### src/rtl/mc_defs.vh
// Shared state codes, opcodes and control-field encodings for mc_controller
// and the legacy instruction decoder.
`ifndef MC_DEFS_VH
`define MC_DEFS_VH

`define MC_S_FETCH   4'd0
`define MC_S_DECODE  4'd1
`define MC_S_MEMADR  4'd2
`define MC_S_MEMRD   4'd3
`define MC_S_MEMWB   4'd4
`define MC_S_MEMWR   4'd5
`define MC_S_EXEC    4'd6
`define MC_S_ALUWB   4'd7
`define MC_S_BRANCH  4'd8
`define MC_S_ORIEX   4'd9
`define MC_S_ORIWB   4'd10
`define MC_S_JUMP    4'd11

`define MC_OP_RTYPE  6'b000000
`define MC_OP_LW     6'b100011
`define MC_OP_SW     6'b101011
`define MC_OP_BEQ    6'b000100
`define MC_OP_ORI    6'b001101
`define MC_OP_J      6'b000010

`define MC_ALU_ADD   2'b00
`define MC_ALU_SUB   2'b01
`define MC_ALU_FUNCT 2'b10
`define MC_ALU_OR    2'b11

`define MC_SRCB_REGB 2'b00
`define MC_SRCB_FOUR 2'b01
`define MC_SRCB_SIMM 2'b10
`define MC_SRCB_ZIMM 2'b11

`define MC_PC_ALU    2'b00
`define MC_PC_ALUOUT 2'b01
`define MC_PC_JUMP   2'b10

`endif

### src/rtl/mc_controller_pkg.sv
// Types and encodings for the multi-cycle controller; values track mc_defs.vh.
package mc_controller_pkg;

  typedef enum logic [3:0] {
    S_FETCH  = 4'd0,
    S_DECODE = 4'd1,
    S_MEMADR = 4'd2,
    S_MEMRD  = 4'd3,
    S_MEMWB  = 4'd4,
    S_MEMWR  = 4'd5,
    S_EXEC   = 4'd6,
    S_ALUWB  = 4'd7,
    S_BRANCH = 4'd8,
    S_ORIEX  = 4'd9,
    S_ORIWB  = 4'd10,
    S_JUMP   = 4'd11
  } state_e;

  localparam logic [5:0] OP_RTYPE = 6'b000000;
  localparam logic [5:0] OP_LW    = 6'b100011;
  localparam logic [5:0] OP_SW    = 6'b101011;
  localparam logic [5:0] OP_BEQ   = 6'b000100;
  localparam logic [5:0] OP_ORI   = 6'b001101;
  localparam logic [5:0] OP_J     = 6'b000010;

  localparam logic [1:0] ALU_ADD   = 2'b00;
  localparam logic [1:0] ALU_SUB   = 2'b01;
  localparam logic [1:0] ALU_FUNCT = 2'b10;
  localparam logic [1:0] ALU_OR    = 2'b11;

  localparam logic [1:0] SRCB_REGB = 2'b00;
  localparam logic [1:0] SRCB_FOUR = 2'b01;
  localparam logic [1:0] SRCB_SIMM = 2'b10;
  localparam logic [1:0] SRCB_ZIMM = 2'b11;

  localparam logic [1:0] PC_ALU    = 2'b00;
  localparam logic [1:0] PC_ALUOUT = 2'b01;
  localparam logic [1:0] PC_JUMP   = 2'b10;

  typedef struct packed {
    logic       pc_wrt;
    logic       pc_wrt_cond;
    logic       i_or_d;
    logic       ir_wrt;
    logic       mem_read;
    logic       mem_wrt;
    logic       mem_reg;
    logic       reg_dst;
    logic       reg_wrt;
    logic       alu_src_a;
    logic [1:0] alu_src_b;
    logic [1:0] alu_op;
    logic [1:0] pc_src;
    logic       illegal;
    logic       timeout;
  } ctrl_t;

endpackage

### src/rtl/mc_controller_if.sv
// Controller <-> datapath signal bundle; slave = controller side.
interface mc_controller_if;
  logic [5:0] op;
  logic       zero;
  logic       mem_ready;
  logic       pc_wrt;
  logic       pc_wrt_cond;
  logic       i_or_d;
  logic       ir_wrt;
  logic       mem_read;
  logic       mem_wrt;
  logic       mem_reg;
  logic       reg_dst;
  logic       reg_wrt;
  logic       alu_src_a;
  logic [1:0] alu_src_b;
  logic [1:0] alu_op;
  logic [1:0] pc_src;
  logic [3:0] state;
  logic       illegal;
  logic       timeout;

  modport slave (
    input  op, zero, mem_ready,
    output pc_wrt, pc_wrt_cond, i_or_d, ir_wrt, mem_read, mem_wrt, mem_reg,
           reg_dst, reg_wrt, alu_src_a, alu_src_b, alu_op, pc_src, state,
           illegal, timeout
  );

  modport master (
    output op, zero, mem_ready,
    input  pc_wrt, pc_wrt_cond, i_or_d, ir_wrt, mem_read, mem_wrt, mem_reg,
           reg_dst, reg_wrt, alu_src_a, alu_src_b, alu_op, pc_src, state,
           illegal, timeout
  );
endinterface

### src/rtl/mem_watchdog.sv
// Counts consecutive not-ready cycles in a memory wait state; expire fires on
// the MEM_TIMEOUT-th one unless ready arrives in that same cycle.
module mem_watchdog #(
  parameter int MEM_TIMEOUT = 15
) (
  input  logic clk,
  input  logic rst,
  input  logic active,
  input  logic ready,
  output logic expire
);

  logic [7:0] cnt_q, cnt_d;

  // Leaving a wait state only happens via ready, expire or reset, so those
  // plus !active cover every state change.
  always_comb begin
    expire = active && !ready && (cnt_q == 8'(MEM_TIMEOUT - 1));
    cnt_d  = cnt_q + 8'd1;
    if (!active || ready || expire) begin
      cnt_d = '0;
    end
  end

  always_ff @(posedge clk) begin
    if (rst) begin
      cnt_q <= '0;
    end else begin
      cnt_q <= cnt_d;
    end
  end

endmodule

### src/rtl/mc_controller.sv
// Multi-cycle CPU control FSM with memory watchdog.
// Optional: define MC_JUMP_EN to enable the J instruction (state JUMP).
module mc_controller
  import mc_controller_pkg::*;
#(
  parameter int MEM_TIMEOUT = 15
) (
  input logic           clk,
  input logic           rst,
  mc_controller_if.slave bus
);

  state_e state_q, state_d;
  ctrl_t  ctrl, ctrl_o;
  logic   wd_active, wd_expire;

  assign wd_active = (state_q == S_FETCH) || (state_q == S_MEMRD) ||
                     (state_q == S_MEMWR);

  mem_watchdog #(.MEM_TIMEOUT(MEM_TIMEOUT)) u_wdog (
    .clk    (clk),
    .rst    (rst),
    .active (wd_active),
    .ready  (bus.mem_ready),
    .expire (wd_expire)
  );

  always_comb begin
    ctrl    = '0;
    state_d = state_q;
    case (state_q)
      S_FETCH: begin
        ctrl.mem_read  = 1'b1;
        ctrl.alu_src_b = SRCB_FOUR;
        ctrl.alu_op    = ALU_ADD;
        ctrl.pc_src    = PC_ALU;
        ctrl.ir_wrt    = bus.mem_ready;
        ctrl.pc_wrt    = bus.mem_ready;
        if (bus.mem_ready) state_d = S_DECODE;
      end
      S_DECODE: begin
        ctrl.alu_src_b = SRCB_SIMM;
        ctrl.alu_op    = ALU_ADD;
        case (bus.op)
          OP_RTYPE:     state_d = S_EXEC;
          OP_LW, OP_SW: state_d = S_MEMADR;
          OP_BEQ:       state_d = S_BRANCH;
          OP_ORI:       state_d = S_ORIEX;
`ifdef MC_JUMP_EN
          OP_J:         state_d = S_JUMP;
`else
          OP_J: begin
            ctrl.illegal = 1'b1;
            state_d      = S_FETCH;
          end
`endif
          default: begin
            ctrl.illegal = 1'b1;
            state_d      = S_FETCH;
          end
        endcase
      end
      S_MEMADR: begin
        ctrl.alu_src_a = 1'b1;
        ctrl.alu_src_b = SRCB_SIMM;
        ctrl.alu_op    = ALU_ADD;
        state_d        = (bus.op == OP_LW) ? S_MEMRD : S_MEMWR;
      end
      S_MEMRD: begin
        ctrl.mem_read = 1'b1;
        ctrl.i_or_d   = 1'b1;
        if (bus.mem_ready) state_d = S_MEMWB;
      end
      S_MEMWB: begin
        ctrl.reg_wrt = 1'b1;
        ctrl.mem_reg = 1'b1;
        state_d      = S_FETCH;
      end
      S_MEMWR: begin
        ctrl.mem_wrt = 1'b1;
        ctrl.i_or_d  = 1'b1;
        if (bus.mem_ready) state_d = S_FETCH;
      end
      S_EXEC: begin
        ctrl.alu_src_a = 1'b1;
        ctrl.alu_src_b = SRCB_REGB;
        ctrl.alu_op    = ALU_FUNCT;
        state_d        = S_ALUWB;
      end
      S_ALUWB: begin
        ctrl.reg_wrt = 1'b1;
        ctrl.reg_dst = 1'b1;
        state_d      = S_FETCH;
      end
      S_BRANCH: begin
        ctrl.alu_src_a   = 1'b1;
        ctrl.alu_src_b   = SRCB_REGB;
        ctrl.alu_op      = ALU_SUB;
        ctrl.pc_src      = PC_ALUOUT;
        ctrl.pc_wrt_cond = bus.zero;
        state_d          = S_FETCH;
      end
      S_ORIEX: begin
        ctrl.alu_src_a = 1'b1;
        ctrl.alu_src_b = SRCB_ZIMM;
        ctrl.alu_op    = ALU_OR;
        state_d        = S_ORIWB;
      end
      S_ORIWB: begin
        ctrl.reg_wrt = 1'b1;
        state_d      = S_FETCH;
      end
`ifdef MC_JUMP_EN
      S_JUMP: begin
        ctrl.pc_wrt = 1'b1;
        ctrl.pc_src = PC_JUMP;
        state_d     = S_FETCH;
      end
`endif
      default: state_d = S_FETCH;
    endcase

    // Expiry implies mem_ready=0, so ir_wrt/pc_wrt are already low here.
    if (wd_expire) begin
      ctrl.timeout = 1'b1;
      state_d      = S_FETCH;
    end
  end

  always_ff @(posedge clk) begin
    if (rst) begin
      state_q <= S_FETCH;
    end else begin
      state_q <= state_d;
    end
  end

  // Reset masks every output in the cycle it is sampled, not just the next.
  assign ctrl_o = rst ? '0 : ctrl;

  assign bus.pc_wrt      = ctrl_o.pc_wrt;
  assign bus.pc_wrt_cond = ctrl_o.pc_wrt_cond;
  assign bus.i_or_d      = ctrl_o.i_or_d;
  assign bus.ir_wrt      = ctrl_o.ir_wrt;
  assign bus.mem_read    = ctrl_o.mem_read;
  assign bus.mem_wrt     = ctrl_o.mem_wrt;
  assign bus.mem_reg     = ctrl_o.mem_reg;
  assign bus.reg_dst     = ctrl_o.reg_dst;
  assign bus.reg_wrt     = ctrl_o.reg_wrt;
  assign bus.alu_src_a   = ctrl_o.alu_src_a;
  assign bus.alu_src_b   = ctrl_o.alu_src_b;
  assign bus.alu_op      = ctrl_o.alu_op;
  assign bus.pc_src      = ctrl_o.pc_src;
  assign bus.illegal     = ctrl_o.illegal;
  assign bus.timeout     = ctrl_o.timeout;
  assign bus.state       = rst ? 4'd0 : state_q;

endmodule

### src/flat_wrapper.sv
// flat-port wrapper written by rule: the top's interface ports become plain ports
module mc_controller_flat import mc_controller_pkg::*;
#(
  parameter int MEM_TIMEOUT = 15
)
  (clk, rst, bus_op, bus_zero, bus_mem_ready, bus_pc_wrt, bus_pc_wrt_cond, bus_i_or_d, bus_ir_wrt, bus_mem_read, bus_mem_wrt, bus_mem_reg, bus_reg_dst, bus_reg_wrt, bus_alu_src_a, bus_alu_src_b, bus_alu_op, bus_pc_src, bus_state, bus_illegal, bus_timeout);
  mc_controller_if bus_i ();
  input logic clk;
  input logic rst;
  input wire logic [$bits(bus_i.op)-1:0] bus_op;
  input wire logic [$bits(bus_i.zero)-1:0] bus_zero;
  input wire logic [$bits(bus_i.mem_ready)-1:0] bus_mem_ready;
  output wire logic [$bits(bus_i.pc_wrt)-1:0] bus_pc_wrt;
  output wire logic [$bits(bus_i.pc_wrt_cond)-1:0] bus_pc_wrt_cond;
  output wire logic [$bits(bus_i.i_or_d)-1:0] bus_i_or_d;
  output wire logic [$bits(bus_i.ir_wrt)-1:0] bus_ir_wrt;
  output wire logic [$bits(bus_i.mem_read)-1:0] bus_mem_read;
  output wire logic [$bits(bus_i.mem_wrt)-1:0] bus_mem_wrt;
  output wire logic [$bits(bus_i.mem_reg)-1:0] bus_mem_reg;
  output wire logic [$bits(bus_i.reg_dst)-1:0] bus_reg_dst;
  output wire logic [$bits(bus_i.reg_wrt)-1:0] bus_reg_wrt;
  output wire logic [$bits(bus_i.alu_src_a)-1:0] bus_alu_src_a;
  output wire logic [$bits(bus_i.alu_src_b)-1:0] bus_alu_src_b;
  output wire logic [$bits(bus_i.alu_op)-1:0] bus_alu_op;
  output wire logic [$bits(bus_i.pc_src)-1:0] bus_pc_src;
  output wire logic [$bits(bus_i.state)-1:0] bus_state;
  output wire logic [$bits(bus_i.illegal)-1:0] bus_illegal;
  output wire logic [$bits(bus_i.timeout)-1:0] bus_timeout;
  assign bus_i.op = bus_op;
  assign bus_i.zero = bus_zero;
  assign bus_i.mem_ready = bus_mem_ready;
  assign bus_pc_wrt = bus_i.pc_wrt;
  assign bus_pc_wrt_cond = bus_i.pc_wrt_cond;
  assign bus_i_or_d = bus_i.i_or_d;
  assign bus_ir_wrt = bus_i.ir_wrt;
  assign bus_mem_read = bus_i.mem_read;
  assign bus_mem_wrt = bus_i.mem_wrt;
  assign bus_mem_reg = bus_i.mem_reg;
  assign bus_reg_dst = bus_i.reg_dst;
  assign bus_reg_wrt = bus_i.reg_wrt;
  assign bus_alu_src_a = bus_i.alu_src_a;
  assign bus_alu_src_b = bus_i.alu_src_b;
  assign bus_alu_op = bus_i.alu_op;
  assign bus_pc_src = bus_i.pc_src;
  assign bus_state = bus_i.state;
  assign bus_illegal = bus_i.illegal;
  assign bus_timeout = bus_i.timeout;
  mc_controller #(.MEM_TIMEOUT(MEM_TIMEOUT)) u_core (.clk(clk), .rst(rst), .bus(bus_i));
endmodule
### config.mk
export PLATFORM = sky130hd
export DESIGN_NAME = mc_controller_flat
export DESIGN_NICKNAME = d
export VERILOG_FILES = /design/src/rtl/mc_defs.vh /design/src/rtl/mc_controller_pkg.sv /design/src/rtl/mc_controller_if.sv /design/src/rtl/mem_watchdog.sv /design/src/rtl/mc_controller.sv /design/src/flat_wrapper.sv
export SDC_FILE = /design/constraint.sdc
export NUM_CORES = 1
export LEC_CHECK = 0
export ABC_AREA = 1
export ABC_CLOCK_PERIOD_IN_PS = 2950
export CAP_MARGIN = 20
export CORE_MARGIN = 1
export CORE_UTILIZATION = 25
export CTS_BUF_LIST = sky130_fd_sc_hd__clkbuf_4 sky130_fd_sc_hd__clkbuf_8 sky130_fd_sc_hd__clkbuf_16
export DETAILED_ROUTE_END_ITERATION = 8
export PLACE_DENSITY = 0.56
export SLEW_MARGIN = 20
export SYNTH_ARGS = -nofsm -noshare
export SYNTH_HDL_FRONTEND = slang
export SYNTH_HIERARCHICAL = 1
export SYNTH_SLANG_ARGS = --single-unit
### constraint.sdc
create_clock -name clk -period 2.95 [get_ports clk]
set_input_delay 0.4425 -clock clk [delete_from_list [all_inputs] [get_ports clk]]
set_output_delay 0.4425 -clock clk [all_outputs]
set_load 0.02 [all_outputs]
# == Word level (Yosys, flattened, before mapping) ==
# Index checks and enable logic that the tools add are counted.
# totals
ff_bits,12
inputBits,10
out_inout_bits,22
elab_cells,63
# op_classes
addsub,1
n_eq_ne,18
mux,22
reduce_logical,20
# op_table
cell,count
$pmux W4 S7,1
$pmux W4 S5,1
$mux W18,1
$eq A4 B3 Y1 const B,4
$mux W4,4
$pmux W4 S4,1
$mux W1,13
$eq A4 B4 Y1 const B,3
$eq A6 B6 Y1 const B,2
$reduce_or A2 Y1,6
$add A8 B1 Y8 const B,1
$eq A4 B2 Y1 const B,2
$eq A8 B4 Y1 const B,1
$eq A6 B3 Y1 const B,1
$eq A6 B4 Y1 const B,1
$logic_not A6 Y1,1
$ne A2 B2 Y1 const B,3
$reduce_or A5 Y1,1
$eq A4 B1 Y1 const B,1
$logic_not A4 Y1,1
$logic_or A1 B1 Y1,4
$reduce_or A4 Y1,1
$mux W3,1
$reduce_and A3 Y1,1
other kinds (3),5

# == Logic depth before layout (Yosys ltp) ==
# depth
depth_word,7
depth_mapped,10
ltp_nobuf,10

# == Cells and area by module ==
# Netlist, hierarchy kept.
# by_module_without_submodules
module,n_inst,cells_each,area_per_inst_um2,seq_area_each_um2
mc_controller,1,114,599.3,80.1
mem_watchdog,1,51,379.1,160.2

# == Worst setup path after synthesis ==
# OpenSTA, ideal clock, no wires.
# synth_timing
path_kind,in2out
from,in rst
to,out bus_pc_wrt
t_arrival_ns,1.450
t_required_ns,2.508
slack_ns,1.058
stages,3
n_path_buf,2
cell_sequence,clkbuf_1 nor3_1 buf_4
# synth_between
elab_chain_len,1
# synth_lines
item,line,rtl
start: declaration,flat_wrapper.sv:9,input logic rst;
$mux W18,mc_controller.sv:139,assign ctrl_o = rst ? '0 : ctrl;
end: declaration,flat_wrapper.sv:13,output wire logic [$bits(bus_i.pc_wrt)-1:0] bus_pc_wrt;
# No other way between the ends.

# == Final worst setup path ==
# layout_timing
from,reg u_core.state_q[3]
to,out bus_timeout
# layout_between
elab_chain_len,7
word_cells_on_any_way,9
cone_classes,2 x eq/ne; 2 x mux; 5 x reduce/logical
# layout_lines
item,line,rtl
start: declaration,mc_controller.sv:13,"state_e state_q, state_d;"
start signal: assignment,mc_controller.sv:134,state_q <= state_d;
$eq A4 B2 Y1 or $logic_not A4 Y1 (tied branches),mc_controller.sv:17,assign wd_active = (state_q == S_FETCH) || (state_q == S_MEMRD) ||
$logic_or A1 B1 Y1,mc_controller.sv:17,
$logic_or A1 B1 Y1 *,mc_controller.sv:17,
via u_core.wd_active,mc_controller.sv:15,"logic wd_active, wd_expire;"
$logic_and A1 B1 Y1 * (2 in a row),mem_watchdog.sv:18,expire = active && !ready && (cnt_q == 8'(MEM_TIMEOUT - 1));
via u_core.wd_expire,mc_controller.sv:15,
$mux W1 *,mc_controller.sv:124,if (wd_expire) begin
$mux W18 *,mc_controller.sv:139,
end: declaration,flat_wrapper.sv:28,output wire logic [$bits(bus_i.timeout)-1:0] bus_timeout;
# Mark *: on every way through the listed nets, which the timed path passes. The rest lies on a longest branch.

==> flow_summary_export.csv <==
group,metric,value,unit
route,drtIter0Drc,29,
route,drtPass1Iterations,4,
timing,timing.final.crit_share,88.8,%
die,die_h,64.6,um
clock_network,tritoncts,"built",
worst_setup_path,timing_worst_setup_path_type,"flip-flop to output pin",
clock_network,numCtsBuffers,3,
place,gp_congestion,0.794,
place,numPortBuffers,30,
logic_synthesis,synth_edf_count,0,
route,ant_nets,0,
power_and_ir_drop,vdd.ir_drop.worst,0.000308,V
route,drcViolationCount,0,
clock_network,hold_buffers,0,
timing,setup_tns,0,ns
finish,final_cell_mix,"nor2_1 (39), nand2_1 (36), clkdlybuf4s50_1 (30), inv_1 (18), dfxtp_1 (12)",
outcome,status,"complete, no violations",
clock_network,cts_resized,0,
die,rows,22,
worst_setup_path,setup.worst_path.start_class,"flip-flop",
run,max_cap_viol_count,0,
logic_synthesis,synth-seq-area-share,24.6,%
die,die_area,4170,um2
clock_network,cts-root-buf,"clkbuf_8",
clock_network,cts_sinks,12,
timing,final_hold_viol_count,0,
worst_hold_path,hold_class,"flip-flop to flip-flop",
power_and_ir_drop,p_seq_share,42.2,%
finish,nets,210,
clock_network,post_cts_buffers,0,
global_route,grt_pass1_vias,875,
clock_network,clock_latency,0.23,ns
global_route,grt_pass1_wl,3580,um
clock_network,h-tree-depth,1,
logic_synthesis,ys_ff_latch,12,
timing,finalSetupViolCount,0,
route,vias_per_cell,4.27,
power_and_ir_drop,swShare,26.6,%
timing,slew_viol_final,0,
timing,fin_crit,2.62,ns
place,place_hpwl,1830,um
logic_synthesis,yosys_warnings,6,
power_and_ir_drop,comb_power_share,22.1,%
die,dieWidth,64.6,um
logic_synthesis,async_flop_share,0,%
die,core,3720,um2
timing,clock-skew-final,0.00112,ns
power_and_ir_drop,p_int,0.000294,W
finish,final_common_cell,"nor2_1",
worst_setup_path,cp.arrival,2.18,ns
logic_synthesis,syn_avg_cell_area,5.93,um2
place,post-place-ws,0.403,ns
power_and_ir_drop,p_per_area,292,nW/um2
logic_synthesis,synth_top_flop_cell,"dfxtp_1",
power_and_ir_drop,p_switching,0.000107,W
worst_setup_path,worstPathMaxFanout,5,
power_and_ir_drop,p_leak,0.554,nW
logic_synthesis,synthCells,165,
worst_setup_path,critPathCaptureType,"output pin",
logic_synthesis,netlist_area,978,um2
timing,finalWorstSetupSlack,0.329,ns
clock_network,clockBufferDepth,2,
global_route,grt_antenna_before_repair,0,
finish,area_growth,40.3,%
timing,grt_setup_unrepaired,"no",
timing,timing.fmax,382,MHz
global_route,overflow,0,
die,boundaryPins,32,
route,vias,1042,
global_route,grt_max_degree,15,
logic_synthesis,synth_cell_types,25,
route,routedWlPerCell,8.98,um
logic_synthesis,syn_nets,177,
die,initial_utilization,26.3,%
route,routed_wl,2190,um
clock_network,path_clk_slew,0.05,ns
global_route,track_usage,10.8,%
worst_setup_path,crit_required,2.51,ns
power_and_ir_drop,pwr-share-clk,35.7,%
finish,drive_gt1_share,12.2,%
finish,diodes,0,
[routing by layer]
metal	wire length, um	global-route usage [%]	share of wire (%)	vias to the layer above
li1	-	-	-	571
met1	1050	13.3	48	442
met2	1030	18.6	47	27
met3	104	2.82	4.7	2
met4	10	2.50	0.46	0
met5	0	0	0	-
[sequential cells by signal, summed over array words and instances (netlist names)]
| signal | cells |
|---|---|
| u_core/state_q | 4 |
| u_core/u_wdog/cnt_q | 8 |
[power by group through the flow]
stage / Combinational, W / Clock [W] / Sequential, W
after detailed placement: 0.0000899 / 0 / 0.000172
after CTS: 0.0000901 / 0.000150 / 0.000169
after global routing: 0.0000972 / 0.000159 / 0.000169
after global placement: 0.0000902 / 0 / 0.000172
final: 0.0000887 / 0.000143 / 0.000169
after floorplan: 0.0000546 / 0 / 0.000172
[kinds of logic (layout without fill, tap and decap cells)]
family          after synthesis  in the layout  synth area share, %
fa+ha+maj                     2              2                 2.56
compound gates               19             19                 11.5
buf+inv                      29             60                 12.4
xor+xnor                      3              3                 2.69
other cells                   1              1                0.383
flops                        12             12                 24.6
simple gates                 99             99                 45.9
[synth_stat cells, drive strengths merged (6+ instances only)]
library cell | number | share of area [%]
nand2 | 44 | 21
nor2 | 40 | 16
inv | 25 | 10
dfxtp | 12 | 25
nand3 | 12 | 6.6
a21oi | 11 | 5.6
o21ai | 6 | 4.6
[critical path, cell delays in order, from the launching register on]
cell             delay (ns)
dfxtp_1                0.31
inv_2                  0.13
nand2_1                0.12
inv_2                  0.13
nand2_4                0.06
nand3_2                0.07
nand2_1                0.08
nor3_1                 0.24
inv_1                  0.06
nor2_1                 0.12
clkdlybuf4s50_1        0.62
[through the flow]
step,cells,area [um2],util (%),hold slack (ns),total power [W]
floorplan,165,978,-,0.430,0.000226
global placement,241,1330,35.8,0.447,0.000262
detailed placement,241,1330,35.8,0.455,0.000262
CTS,244,1370,36.9,0.468,0.000409
global route,244,1370,36.9,0.483,0.000425
finish,244,1370,36.9,0.464,0.000401
[worst paths after layout]
| kind | from | to | slack, ns | cells past startpoint |
|---|---|---|---|---|
| max | u_core/state_q[3] | bus_timeout | 0.33 | 10 |
| min | u_core/u_wdog/cnt_q[0] | u_core/u_wdog/cnt_q[0] | 0.46 | 1 |
| max reg2reg | u_core/state_q[3] | u_core/state_q[3] | 1.47 | 10 |
| min reg2reg | u_core/u_wdog/cnt_q[0] | u_core/u_wdog/cnt_q[0] | 0.46 | 1 |
[cell type report]
type	instances	area, um2
clock buffers	3	41.3
inverters	25	98.8
repair buffers	32	315
multi-input cells	124	617
fillers	418	2340
well taps	48	60.1
flip-flops and latches	12	240
Note: power is estimated with default switching activity, not from simulation.
